### config.mk
export PLATFORM = sky130hd
export DESIGN_NAME = minmax_serial_sel
export DESIGN_NICKNAME = d
export VERILOG_FILES = /design/src/rtl/minmax_serial_sel.sv
export SDC_FILE = /design/constraint.sdc
export NUM_CORES = 1
export LEC_CHECK = 0
export ABC_AREA = 1
export CAP_MARGIN = 20
export CELL_PAD_IN_SITES_DETAIL_PLACEMENT = 2
export CELL_PAD_IN_SITES_GLOBAL_PLACEMENT = 2
export CORE_UTILIZATION = 31
export CTS_BUF_LIST = sky130_fd_sc_hd__clkbuf_8
export DETAILED_ROUTE_END_ITERATION = 8
export PLACE_DENSITY = 0.84
export RECOVER_POWER = 100
export SETUP_SLACK_MARGIN = 0.5
export SYNTH_ARGS = -nofsm -noshare
export SYNTH_HDL_FRONTEND = slang
export SYNTH_SLANG_ARGS = --single-unit
### constraint.sdc
create_clock -name clk -period 3.58 [get_ports clk]
set_input_delay 1.074 -clock clk [delete_from_list [all_inputs] [get_ports clk]]
set_output_delay 1.074 -clock clk [all_outputs]
set_load 0.01 [all_outputs]
### src/rtl/minmax_serial_sel.sv
// Bit-serial unsigned min/max selector: compares MSB-first, one bit per cycle,
// and returns min, max, a>b and a==b on a valid/ready result port.
module minmax_serial_sel #(
    parameter int WIDTH      = 32,
    parameter bit EARLY_EXIT = 1'b1
) (
    input  logic             clk,
    input  logic             rst,
    input  logic             in_valid,
    output logic             in_ready,
    input  logic [WIDTH-1:0] in_a,
    input  logic [WIDTH-1:0] in_b,
    output logic             out_valid,
    input  logic             out_ready,
    output logic [WIDTH-1:0] out_min,
    output logic [WIDTH-1:0] out_max,
    output logic             out_a_gt_b,
    output logic             out_eq
);
    localparam int IW = (WIDTH > 1) ? $clog2(WIDTH) : 1;

    typedef enum logic [1:0] {IDLE, CMP, DONE} state_t;

    state_t           state_q, state_d;
    logic [WIDTH-1:0] a_q, a_d, b_q, b_d;
    logic [IW-1:0]    idx_q, idx_d;
    logic             found_q, found_d, gt_q, gt_d;
    logic [WIDTH-1:0] min_q, min_d, max_q, max_d;
    logic             agtb_q, agtb_d, eq_q, eq_d;
    logic             diff, fin;

    assign in_ready   = (state_q == IDLE) && !rst;
    assign out_valid  = (state_q == DONE);
    assign out_min    = min_q;
    assign out_max    = max_q;
    assign out_a_gt_b = agtb_q;
    assign out_eq     = eq_q;

    always_comb begin
        state_d = state_q;
        a_d     = a_q;
        b_d     = b_q;
        idx_d   = idx_q;
        found_d = found_q;
        gt_d    = gt_q;
        min_d   = min_q;
        max_d   = max_q;
        agtb_d  = agtb_q;
        eq_d    = eq_q;
        diff    = a_q[idx_q] ^ b_q[idx_q];
        fin     = 1'b0;
        case (state_q)
            IDLE: begin
                if (in_valid && in_ready) begin
                    a_d     = in_a;
                    b_d     = in_b;
                    idx_d   = IW'(WIDTH - 1);
                    found_d = 1'b0;
                    gt_d    = 1'b0;
                    state_d = CMP;
                end
            end
            CMP: begin
                // Only the first (most significant) difference decides the order.
                if (diff && !found_q) begin
                    found_d = 1'b1;
                    gt_d    = a_q[idx_q];
                end
                fin = (EARLY_EXIT && diff && !found_q) || (idx_q == '0);
                if (fin) begin
                    state_d = DONE;
                    agtb_d  = gt_d;
                    eq_d    = !found_d;
                    max_d   = gt_d ? a_q : b_q;
                    min_d   = gt_d ? b_q : a_q;
                end else begin
                    idx_d = idx_q - 1'b1;
                end
            end
            DONE: begin
                if (out_ready) state_d = IDLE;
            end
            default: state_d = IDLE;
        endcase
    end

    always_ff @(posedge clk) begin
        if (rst) begin
            state_q <= IDLE;
            a_q     <= '0;
            b_q     <= '0;
            idx_q   <= '0;
            found_q <= 1'b0;
            gt_q    <= 1'b0;
            min_q   <= '0;
            max_q   <= '0;
            agtb_q  <= 1'b0;
            eq_q    <= 1'b0;
        end else begin
            state_q <= state_d;
            a_q     <= a_d;
            b_q     <= b_d;
            idx_q   <= idx_d;
            found_q <= found_d;
            gt_q    <= gt_d;
            min_q   <= min_d;
            max_q   <= max_d;
            agtb_q  <= agtb_d;
            eq_q    <= eq_d;
        end
    end
endmodule

### Yosys cells after proc, flatten, opt, wreduce, memory -nomap -nowiden

Index checks and enable logic that the tools add are counted.

* add/subtract/negate cells: 1
* order comparisons: 1
* equality and inequality tests: 6
* multiplexer cells: 20
* bitwise gates (word level): 1
* reduce and logical (&&, ||, !) cells: 15

Operators with widths (number)
* $mux W32: 2
* $bmux W1 S5: 2
* $mux W5: 2
* $pmux W5 S2: 1
* $mux W1: 7
* $lt A5 B6 Y1 const B: 1
* $mux W2: 3
* $pmux W2 S3: 1
* $reduce_and A2 Y1: 3
* $reduce_and A3 Y1: 2
* $logic_not A5 Y1: 1
* $sub A5 B1 Y5 const B: 1
* $ne A2 B1 Y1 const B: 2
* $ne A2 B2 Y1 const B: 2
* $pmux W1 S2: 2
* $logic_and A1 B1 Y1: 3
* $logic_not A1 Y1: 3
* $eq A2 B1 Y1 const B: 1
* $eq A2 B2 Y1 const B: 1
* $logic_not A2 Y1: 1
* $reduce_bool A2 Y1: 1
* $logic_or A1 B1 Y1: 1
* $xor A1 B1 Y1: 1

* flip-flop bits (word level): 139

### Depth between registers and ports, before layout

Gate-level depths: netlist (run 1).

* depth after elaboration: 7
* gate-level depth with buffers: 20
* gate-level depth less buffers: 17

### Least setup slack after synthesis (run 1)

No wires, ideal clock.

* path type: input-to-output
* start point: input rst
* end point: output in_ready
* arrival: 1.614 ns
* slack: 0.892 ns
* stages: 2
* path buffers: 1
* cells stage by stage: nor3_1 clkbuf_1

* word-level cells in the longest chain between the ends: 2

RTL lines
* from (decl): RTL line 8 `input logic rst,`
* $logic_not A1 Y1: RTL line 32 `assign in_ready = (state_q == IDLE) && !rst;`
* $logic_and A1 B1 Y1: RTL line 32
* to (decl): RTL line 10 `output logic in_ready,`

Every way passes these cells.

### Final worst setup path (run 1)

* start point: input in_valid
* end point: register b_q[18]

* word-level cells in the longest chain between the ends: 2

RTL lines
* from (decl): RTL line 9 `input logic in_valid,`
* $logic_and A1 B1 Y1: RTL line 54 `if (in_valid && in_ready) begin`
* $reduce_and A2 Y1 (no source line)
* to (signal assigned): RTL line 91 `b_q <= '0;`
* to (signal assigned): RTL line 102 `b_q <= b_d;`
* to (decl): RTL line 25 `logic [WIDTH-1:0] a_q, a_d, b_q, b_d;`

Every way passes these cells.
A chain may end at the register's enable or synchronous reset.

==> key figures, run 1 <==
Power and ir drop
  • VDD IR max: 0.000199 V
  • Leakage power: 3.84 nW
  • PwrDens: 515 mW/mm^2

Global routing
  • Number of global-route vias before repair: 7636
  • Largest net degree at the start of global routing: 93
  • Global Route Usage Sum: 23.6%
  • Grt ovf: 0
  • Initial antenna violation count: 0
  • First-pass GRT wire length: 41.0 mm

Timing
  • Final setup margin: 457 ps
  • Period minus WS final: 3120 ps
  • Clk_skew: 9.56 ps
  • Slew headroom: 19.7%
  • Max frequency: 320 MHz
  • Setup Viol. Count Final: 0
  • Slew @ Worst Pin: 1200 ps
  • Max-slew violations: 0
  • Fin crit share: 87.2%
  • Final hold vios: 0
  • RSZ-0062 raised after global routing: no
  • WHS: 499 ps
  • Setup TNS: 0 ps

Flow run
  • Max cap viols: 0

Final layout
  • Fillers: 2631
  • Ratio of cells with drive above 1 in the final layout: 4.80%
  • Post-route cell area: 0.00876 sq mm
  • Antenna diodes: 0
  • Synthesis-to-finish area growth: 27.0%
  • Post-layout nets: 1225

Routing
  • Vias: 7311
  • DRT Pass-1 Iters: 4
  • DR WL/cell: 17.6 um
  • WL final: 25.5 mm
  • ANT nets after route: 0
  • Initial DRC count: 241
  • Vias/cell: 5.05
  • # DRC: 0

Setup path
  • Top cell family by delay on the critical path: buffers and inverters
  • CP Launch Type: input pin
  • CP required: 3970 ps
  • Worst-path fanout max: 32
  • Max stage delay on crit path: 880 ps
  • Kind of critical path: input pin to flip-flop
  • Crit-path slowest cell: nand2_1
  • Critical path buffers and inverters: 3
  • Crit path cell chain: dlygate4sd3_1 -> buf_4 -> nand2_1 -> clkbuf_2 -> o21ai_0 -> a21oi_1
  • Critical path endpoint category: flip-flop
  • Arrival @ worst endpoint: 3520 ps

CTS
  • CTS Hold Buffers Added: 0
  • H-tree depth: 4
  • CTS tree: built
  • CTS Sinks: 139
  • Worst skew pair latency: 470 ps
  • Post-CTS Setup Bufs: 0
  • CTS root buf: clkbuf_8
  • CTS Buf Count: 17
  • Clock transition at path regs: 80 ps
  • Cts repair resizes: 0
  • Clock Path Buffers: 2

Yosys
  • Distinct cells, synth: 22
  • Seq/Total Area, Yosys: 40.4%
  • #FFs+latches synth: 139
  • Async set or reset register ratio after synthesis: 0%
  • Yosys warns: 0
  • Yosys top cell by area: dfxtp_1
  • Synth top area share: 40.4%
  • Dominant cell by count in the synthesized netlist: nand2_1
  • Synth cell count leaders: nand2_1 (235), nand3_1 (202), inv_1 (184)
  • Syn_area_per_cell: 6.50 sq um
  • Most used DFF post-synth: dfxtp_1
  • Synth area leaders: dfxtp_1 (40%), nand3_1 (15%), nand2_1 (13%)
  • Mapped Area: 0.00689 sq mm
  • Syn nets: 1131
  • Post-synth EDFFs: 0
  • Mapped Cells: 1061

Run status
  • Status: completed

Placed design
  • Gp weighted congestion: 0.759
  • Buffers on Ports: 135
  • Worst slack, placed: 589 ps
  • Hpwl dp: 17.2 mm
  • Post-DP Area: 0.00839 sq mm

Floorplanning
  • Initial Utilization: 31.6%
  • Site Rows: 54
  • Die Wd: 151 um
  • Die span in y: 151 um
  • Core footprint: 0.0218 sq mm
  • IO Count: 136
  • DIE AREA: 0.0228 sq mm

Min path
  • Hold WC Path Type: flip-flop to flip-flop
final timing paths:
kind / start / end / slack [ps] / cells after the start
max: in_valid / b_q[18] / 460 / 6
min: b_q[31] / b_q[31] / 500 / 2
max reg2reg: idx_q[0] / out_min[23] / 670 / 17
min reg2reg: b_q[31] / b_q[31] / 500 / 2
per-layer routing:
| layer | vias up | wire length, um | track usage (%) |
|---|---|---|---|
| li1 | 3553 | - | - |
| met3 | 23 | 715 | 3.13 |
| met2 | 121 | 12900 | 42.0 |
| met4 | 0 | 316 | 7.05 |
| met5 | - | 0 | 0 |
| met1 | 3614 | 11500 | 29.3 |
power breakdown:
| part | switching (mW) | internal (mW) | leakage, nW |
|---|---|---|---|
| combinational | 0.894 | 0.505 | 2.50 |
| clock | 0.630 | 0.656 | 0.208 |
| sequential | 0.120 | 1.71 | 1.14 |
cell usage in the layout, fill, tap and decap left out, drive strengths merged:
master	synthesis	final
nand2	236	236
nand3	203	203
inv	190	193
a21oi	142	142
dfxtp	139	139
dlygate4sd3	0	69
clkdlybuf4s50	0	65
o21ai	51	51
clkbuf	33	21
buf	45	18
nor2	13	13
clkinv	0	5
o211ai	3	3
ha	2	2
bufinv	0	2
nor3	1	1
o31ai	1	1
o311ai	1	1
and2	1	1
clkinvlp	0	1
final cells by class:
class,count,area (sq um),area share [%]
flip-flops and latches,139,2780,31.8
well taps,280,350,4.00
clock inverters,11,104,1.19
multi-input cells,654,3010,34.3
repair buffers,153,1520,17.4
clock buffers,20,275,3.14
inverters,190,713,8.14
sequential cells by signal (all words and copies together), names as in the netlist:
register	count
a_q	32
state_q	2
out_min	32
b_q	32
out_a_gt_b	1
idx_q	5
out_max	32
gt_q	1
found_q	1
out_eq	1
stage by stage:
stage               instances  power, mW  util, %
CTS                      1447       4.61     40.2
finish                   1447       4.51     40.1
floorplan                1061       2.71        -
detailed placement       1416       3.29     38.4
global placement         1416       3.23     38.4
global route             1447       4.79     40.1
worst min-delay path, cell delays in order, from the launching register on:
cell,delay [ps]
dfxtp_1,330
inv_1,70
a21oi_1,60
cell families (layout without fill, tap and decap cells):
kind of cell / count (synthesis) / in the layout / share of synthesized area (%)
buffers and inverters: 268 / 374 / 16.1
AOI/OAI and AO/OA: 198 / 198 / 14.6
and+or+nand+nor: 454 / 454 / 28.6
adders and majority gates: 2 / 2 / 0.363
DFF: 139 / 139 / 40.4
(Power assumes the default switching activity.)
==> inputs of run 2 (changes only) <==
CORE_UTILIZATION = 26   (was 31)
PLACE_DENSITY = 0.75   (was 0.84)
clock period = 2.54 ns   (was 3.58 ns; I/O delays follow)
==> key figures, run 2 (synthesis gave the netlist of run 1 again) <==
Timing
  • Setup Viol. Count Final: 0
  • Final hold vios: 0
  • Fin crit share: 94.6%
  • Max frequency: 416 MHz
  • Clk_skew: 13.6 ps
  • Slew headroom: 55.8%
  • Max-slew violations: 0
  • Slew @ Worst Pin: 662 ps
  • RSZ-0062 raised after global routing: yes
  • Setup TNS: 0 ps
  • Period minus WS final: 2400 ps

Setup path
  • Arrival @ worst endpoint: 2770 ps
  • Cells on worst reg2reg path: 19
  • Critical path endpoint category: flip-flop
  • CP Launch Type: flip-flop
  • Kind of critical path: flip-flop to flip-flop
  • CP required: 2900 ps
  • Worst-path fanout max: 26

Global routing
  • First-pass GRT wire length: 44.5 mm
  • Largest net degree at the start of global routing: 64
  • Global Route Usage Sum: 21.6%
  • Grt ovf: 0
  • Initial antenna violation count: 0
  • Number of global-route vias before repair: 8046

Final layout
  • Post-route cell area: 0.0101 sq mm
  • Post-layout nets: 1267
  • Ratio of cells with drive above 1 in the final layout: 17.8%
  • Register area: 0.00279 sq mm
  • Antenna diodes: 0
  • Most common cell after layout, fill and taps aside: nand2_1
  • Fillers: 3029
  • Synthesis-to-finish area growth: 47.1%
  • Area occupied by multi-input gates: 0.00359 sq mm
  • Commonest non-fill, non-tap cells in the layout: nand2_1 (201), inv_1 (181), nand3_1 (139), a21oi_1 (138), dfxtp_1 (137)

Placed design
  • Buffers on Ports: 135
  • Gp weighted congestion: 0.794
  • Hpwl dp: 18.4 mm
  • Post-DP Area: 0.00863 sq mm

Floorplanning
  • DIE AREA: 0.0272 sq mm
  • Die span in y: 165 um
  • Core footprint: 0.0261 sq mm
  • Site Rows: 59
  • Initial Utilization: 26.5%
  • Die Wd: 165 um
  • IO Count: 136

Routing
  • DRT Pass-1 Iters: 4
  • ANT nets after route: 0
  • Vias: 7602
  • WL final: 30.2 mm
  • Initial DRC count: 326
  • # DRC: 0
  • Vias/cell: 4.92
  • DR WL/cell: 19.5 um

CTS
  • Clock Path Buffers: 2
  • CTS Buf Count: 17
  • Worst skew pair latency: 470 ps
  • CTS Hold Buffers Added: 0
  • H-tree depth: 4
  • CTS Sinks: 139
  • CTS root buf: clkbuf_8
  • Clock transition at path regs: 90 ps
  • CTS tree: built

Power and ir drop
  • Leakage power: 4.40 nW
  • VDD IR max: 0.000322 V
  • PwrDens: 712 mW/mm^2
  • Total power: 7.22 mW

Run status
  • Status: completed

Flow run
  • Max cap viols: 0

Min path
  • Hold path depth: 2
  • Hold WC Path Type: flip-flop to flip-flop
-- run 2: worst paths after layout --
check	slack (ps)	from	endpoint
worst min register to register	500	b_q[27]	b_q[27]
worst max register to register	140	idx_q[0]	out_max[6]
worst min-delay path	500	b_q[27]	b_q[27]
worst max-delay path	140	idx_q[0]	out_max[6]
-- run 2: through the flow --
stage / std cells / utilization [%] / hold WS [ps] / setup WS, ps
after floorplan: 1061 / - / 457 / 560
after global placement: 1491 / 33.1 / 481 / 133
after detailed placement: 1491 / 33.1 / 494 / 105
after CTS: 1540 / 37.4 / 503 / 243
after global routing: 1544 / 38.9 / 542 / 12.6
final: 1544 / 38.9 / 504 / 137
-- run 2: cell type report --
type | count | area share [%]
Tap cell | 335 | 4.13
Clock inverter | 11 | 1.41
Inverter | 190 | 7.28
Multi-Input combinational cell | 654 | 35.4
Clock buffer | 20 | 2.71
Timing Repair Buffer | 195 | 21.6
Sequential cell | 139 | 27.5
-- run 2: critical path: stages (launching register included) --
cell      delay, ps
dfxtp_4         440
clkinv_8        110
buf_6           150
nand2_4          50
nand3_2          70
nand3_2          80
nand2_2          60
nor2_2          130
nand2_1         100
nand2_2          90
inv_2            50
nand2_2          80
nand3_4         110
nand2_4         160
nand2_4         100
buf_12          170
nand2_1         110
nand3_1         110
nand2_1          80
inv_1            40
-- run 2: power by group --
part | switching [mW] | internal, mW | total (mW)
registers | 0.182 | 2.41 | 2.59
logic | 1.59 | 1.06 | 2.65
clock network | 0.937 | 1.04 | 1.98
total | 2.71 | 4.51 | 7.22
-- run 2: per-layer routing --
metal / up-vias / global-route usage [%] / wire length, um
met4: 0 / 6.55 / 725
met2: 162 / 37.5 / 14900
met5: - / 0 / 0
li1: 3637 / - / -
met3: 51 / 3.44 / 1100
met1: 3752 / 27.3 / 13400
-- run 2: timing repair --
item,4_1_cts,5_1_grt
gates resized for setup,174,99
endpoints found under the setup margin,141,75
setup buffers,8,1
gates cloned,10,3
pin swaps,13,50
